**src/rtl/arith_pkg.sv**
```systemverilog
// Shared arith definitions: elastic-buffer state encoding and a generic
// width-extension helper used by the extsi/trunc family of units.
package arith_pkg;

  // Widest operand the extension helper supports.
  localparam int EXT_MAX_W = 256;

  typedef enum logic [1:0] {
    EXT_EMPTY = 2'd0,
    EXT_ONE   = 2'd1,
    EXT_TWO   = 2'd2
  } ext_state_e;

  // Zero/sign-extend or truncate the low in_w bits of data to out_w bits.
  // Bits at and above out_w in the result are always zero.
  function automatic logic [EXT_MAX_W-1:0] ext_value(
    input logic [EXT_MAX_W-1:0] data,
    input logic                 sign,
    input int                   in_w,
    input int                   out_w
  );
    logic [EXT_MAX_W-1:0] ones, one_bit, in_mask, out_mask, res;
    logic                 msb;
    ones     = '1;
    one_bit  = {{(EXT_MAX_W-1){1'b0}}, 1'b1};
    in_mask  = ~(ones << in_w);
    out_mask = ~(ones << out_w);
    msb      = |(data & (one_bit << (in_w - 1)));
    res      = data & in_mask;
    if (sign && msb) res = res | ~in_mask;
    return res & out_mask;
  endfunction

endpackage

```
**src/rtl/elastic_skid_2slot.sv**
```systemverilog
// Two-slot elastic buffer with fully registered valid/ready on both sides.
// The output register is the main slot; the skid register absorbs one token of backpressure.
module elastic_skid_2slot
  import arith_pkg::*;
#(
  parameter int DATA_WIDTH = 64
) (
  input  logic                  clk,
  input  logic                  rst,
  input  logic [DATA_WIDTH-1:0] in_data,
  input  logic                  in_valid,
  output logic                  in_ready,
  output logic [DATA_WIDTH-1:0] out_data,
  output logic                  out_valid,
  input  logic                  out_ready,
  output logic [1:0]            occupancy
);

  ext_state_e            state;
  logic [DATA_WIDTH-1:0] skid;
  logic                  in_xfer, out_xfer;

  assign in_xfer  = in_valid & in_ready;
  assign out_xfer = out_valid & out_ready;

  always_ff @(posedge clk or negedge rst) begin
    if (!rst) begin
      state     <= EXT_EMPTY;
      occupancy <= 2'd0;
      out_valid <= 1'b0;
      out_data  <= '0;
      in_ready  <= 1'b1;
      skid      <= '0;
    end else begin
      case (state)
        EXT_EMPTY: begin
          if (in_xfer) begin
            out_data  <= in_data;
            out_valid <= 1'b1;
            occupancy <= 2'd1;
            state     <= EXT_ONE;
          end
        end
        EXT_ONE: begin
          if (in_xfer && out_xfer) begin
            out_data <= in_data;
          end else if (in_xfer) begin
            skid      <= in_data;
            in_ready  <= 1'b0;
            occupancy <= 2'd2;
            state     <= EXT_TWO;
          end else if (out_xfer) begin
            out_valid <= 1'b0;
            occupancy <= 2'd0;
            state     <= EXT_EMPTY;
          end
        end
        EXT_TWO: begin
          if (out_xfer) begin
            out_data  <= skid;
            in_ready  <= 1'b1;
            occupancy <= 2'd1;
            state     <= EXT_ONE;
          end
        end
        default: begin
          out_valid <= 1'b0;
          in_ready  <= 1'b1;
          occupancy <= 2'd0;
          state     <= EXT_EMPTY;
        end
      endcase
    end
  end

endmodule

```
**src/rtl/extsi_ui_elastic.sv**
```systemverilog
// Per-token zero/sign extension or truncation ahead of a 2-slot elastic buffer,
// so the stored tokens are already OUTPUT_WIDTH wide.
module extsi_ui_elastic
  import arith_pkg::*;
#(
  parameter int INPUT_WIDTH   = 32,
  parameter int OUTPUT_WIDTH  = 64,
  parameter int SIGN_DEFAULT  = 0,
  parameter int USE_SIGN_PORT = 1
) (
  input  logic                    clk,
  input  logic                    rst,
  input  logic [INPUT_WIDTH-1:0]  ins,
  input  logic                    ins_sign,
  input  logic                    ins_valid,
  output logic                    ins_ready,
  output logic [OUTPUT_WIDTH-1:0] outs,
  output logic                    outs_valid,
  input  logic                    outs_ready,
  output logic [1:0]              occupancy
);

  logic                    eff_sign;
  logic [OUTPUT_WIDTH-1:0] ext;

  assign eff_sign = (USE_SIGN_PORT != 0) ? ins_sign : (SIGN_DEFAULT != 0);
  assign ext      = OUTPUT_WIDTH'(ext_value(EXT_MAX_W'(ins), eff_sign, INPUT_WIDTH, OUTPUT_WIDTH));

  elastic_skid_2slot #(
    .DATA_WIDTH(OUTPUT_WIDTH)
  ) u_buf (
    .clk      (clk),
    .rst      (rst),
    .in_data  (ext),
    .in_valid (ins_valid),
    .in_ready (ins_ready),
    .out_data (outs),
    .out_valid(outs_valid),
    .out_ready(outs_ready),
    .occupancy(occupancy)
  );

endmodule
```
**config.mk**
```make
export PLATFORM = sky130hd
export DESIGN_NAME = extsi_ui_elastic
export DESIGN_NICKNAME = d
export VERILOG_FILES = /design/src/rtl/arith_pkg.sv /design/src/rtl/elastic_skid_2slot.sv /design/src/rtl/extsi_ui_elastic.sv
export SDC_FILE = /design/constraint.sdc
export NUM_CORES = 1
export LEC_CHECK = 0
export ABC_CLOCK_PERIOD_IN_PS = 4350
export CAP_MARGIN = 20
export CORE_ASPECT_RATIO = 1.25
export CORE_UTILIZATION = 58
export DETAILED_ROUTE_END_ITERATION = 10
export HOLD_SLACK_MARGIN = 0.12
export PLACE_DENSITY_LB_ADDON = 0.12
export SLEW_MARGIN = 20
export SYNTH_ARGS = -nofsm -noshare
export SYNTH_HDL_FRONTEND = slang
export SYNTH_HIERARCHICAL = 1
export SYNTH_SLANG_ARGS = --single-unit
```
**constraint.sdc**
```tcl
create_clock -name clk -period 4.35 [get_ports clk]
set_clock_uncertainty 0.2 [all_clocks]
set_input_delay 0.6525 -clock clk [delete_from_list [all_inputs] [get_ports clk]]
set_output_delay 0.6525 -clock clk [all_outputs]
set_load 0.005 [all_outputs]
```
==> flow_summary.ini <==
[status]
outcome = complete, no violations

[global_route]
largest_net_degree_at_the_start_of_global_routing = 66
globalRoute.totalOverflow = 0
groute.usage.overall_pct = 22.08
first_global_vias = 3605
global_route_wire_length_before_repair_um = 17600
initial_antenna_violation_count = 0

[setup_path]
worst_path_largest_cell_delay_ns = 0.81
library_cell_contributing_the_largest_single_delay_on_the_critical_path = nor2b_4
r2r-end = u_buf/out_data[24]
timing.critical_path.cells = nor2b_4 > buf_4 > mux2_2 > mux2_1
cp_data_required_time_ns = 4.43
critical_path_arrival_ns = 2.79
critPathKind = flip-flop to flip-flop
timing.critical_path.to_type = flip-flop
critical_path.reg2reg.startpoint = u_buf/state[1]
crit_path_start_kind = flip-flop
r2r_setup_slack_ns = 1.64
crit_path_max_fanout = 29
depth_of_the_worst_register_to_register_path = 4

[synthesis]
synthAdderAreaFrac_pct = 0
ys_seq_area_share_pct = 57.76
synth.ff_latch_count = 132
yosys-mux-area-fraction_pct = 37.97
synthesis.yosys.warnings = 6
yosys.area_share.simple_pct = 0.8530
synthesis.instances = 365
synth-xor-area-share_pct = 0
synth_top_family_by_area = multiplexers
netlist-cell-type-count = 21
synth_area_leader_cell = dfrtp_1
ys_top_cells_by_area = dfrtp_1 (57%), mux2_2 (37%), buf_2 (1.8%), o32ai_4 (0.48%), dfstp_2 (0.46%)
synthesis.nets = 402
synth-compound-area-share_pct = 1.509
syn_area_cell_sq_um = 15.67
post_synth_instance_area_sq_um = 5720
netlist.area_leader.share_pct = 57.31

[power_and_ir_drop]
total_power_mw = 4.254
leakage_nw = 3.452
power_per_cell_area_nw_per_um2 = 570.8
worst_ir_drop_vdd_mv = 0.3194

[clock_tree]
cts_buffers = 17
clkTransAtPathRegs_ns = 0.06
clk_latency_ns = 0.40
tritoncts = done
cts-root-to-sink-buffers = 2
holdBufCountCts = 0
htreeDepth = 4
post_cts.resized_instances = 0
tritoncts_num_sinks = 132
clock-root-buffer = clkbuf_16
post-cts-setup-buffers = 0

[run]
max_cap_violations = 0

[placement]
dpl.hpwl_um = 6401
port_buffers = 104
finalWeightedCongestion = 0.7092

[drt]
route.detailed.vias_per_inst = 5.475
drt_pre_antenna_iters = 4
post_detailed_route_wirelength_per_cell_um = 17.07
vias = 3351
totalWireLength_um = 10450
detailed_route_iter0_violations = 176
drt_drc_violations_left = 0
final_ant_viol_nets = 0

[die]
dieArea_sq_um = 10270
initial_core_util_pct = 59.53
core_area_sq_um = 9609
rows = 40
die_width_um = 90.83
chipHeight_um = 113.0
io_pins = 105

[layout]
n_antenna_cell = 0
layout.cells.most_common = mux2_2
mostFrequentLayoutCells = mux2_2 (190), dfrtp_1 (131), clkdlybuf4s50_1 (103)
layout-drive-gt1-share_pct = 48.15
layout-area-overhead-vs-synth_pct = 30.27
final_util_pct = 77.55
nFillCells = 588
nNetsFinal = 511

[timing]
min_period_ns = 2.708
min_period_over_period_pct = 62.25
finalHoldViolations = 0
max_freq_mhz = 369.3
slew_headroom_pct = 35.58
worst-slew-pin-transition_ns = 0.9663
timing.final.max_slew_violations = 0
fin_tns_setup_ns = 0
final-setup-viol-count = 0
whs_ns = 0.1127
rsz_0062_raised_after_global_routing = false

[worst_hold_path]
hold_class = input port to async pin
state kept, by name, indices dropped and copies added, names as in the netlist:
name,count
u_buf/out_data,64
u_buf/skid,64
u_buf/state,2
u_buf/in_ready,1
u_buf/out_valid,1
worst max path at each step:
stage / depth (start not counted) / endpoint / slack, ns / start
2_1_floorplan: 3 / u_buf/out_data[32] / 2.10 / ins_sign
3_3_place_gp: 5 / u_buf/skid[21] / 1.52 / ins_valid
3_5_place_dp: 5 / u_buf/out_data[2] / 1.49 / outs_ready
4_1_cts: 4 / u_buf/out_data[24] / 1.61 / u_buf/state[1]
5_1_grt: 4 / u_buf/out_data[24] / 1.49 / u_buf/state[1]
6_report: 4 / u_buf/out_data[24] / 1.64 / u_buf/state[1]
power by group:
group | switching [mW] | leakage [nW] | total, mW | internal [mW]
Clock | 0.490 | 0.288 | 1.37 | 0.880
Combinational | 0.277 | 1.41 | 1.05 | 0.772
Sequential | 0.209 | 1.75 | 1.83 | 1.63
cells by family (layout without fill, tap and decap cells):
logic type             after synthesis  after routing
flip-flops                         132            132
AND/OR/NAND/NOR                      9              9
AO/OA/AOI/OAI                        9              9
buffers and inverters               22            143
multiplexers                       193            193
final cells by class:
| class | instances | area [sq um] | share of cell area (%) |
|---|---|---|---|
| sequential | 132 | 3304 | 44.34 |
| multi-input combinational | 211 | 2318 | 31.11 |
| timing repair buffer | 111 | 1091 | 14.64 |
| clock buffer | 21 | 470.5 | 6.313 |
| tap | 126 | 157.7 | 2.116 |
| clock inverter | 10 | 106.4 | 1.427 |
| inverter | 1 | 3.754 | 0.05037 |
stage by stage:
step / instances / cell area (sq um) / worst slack (ns)
3_3_place_gp: 581 / 6875 / 1.518
4_1_cts: 612 / 7452 / 1.607
2_1_floorplan: 365 / 5720 / 2.095
6_report: 612 / 7452 / 1.642
3_5_place_dp: 581 / 6875 / 1.486
5_1_grt: 612 / 7452 / 1.486
Yosys cell counts, drive strengths merged:
cell and count:
nand2b 1, o21ai 2, a211o 1, o32a 1, dfstp 1, o22ai 1, nor2b 1, a21boi 2
o32ai 1, a21oi 1, nand2 3, and3b 1, buf 21, and2 2, nor2 1, dfrtp 131
inv 1, mux2 192, mux2i 1
per-layer routing:
layer | global-route usage (%) | vias to the layer above | routed length (um)
met5 | 0 | - | 0
li1 | - | 1538 | -
met2 | 37.12 | 75 | 5319
met1 | 27.36 | 1731 | 4519
met4 | 8.360 | 0 | 102
met3 | 6.116 | 7 | 504
worst max-delay path, delay by kind of cell, from the launching register on:
family / cells / cell delay [ns]
flip-flops: 1 / 0.53
buffers and inverters: 1 / 0.40
AND/OR/NAND/NOR: 1 / 0.81
multiplexers: 2 / 0.64
No activity file was read; power rests on OpenSTA's default activity.
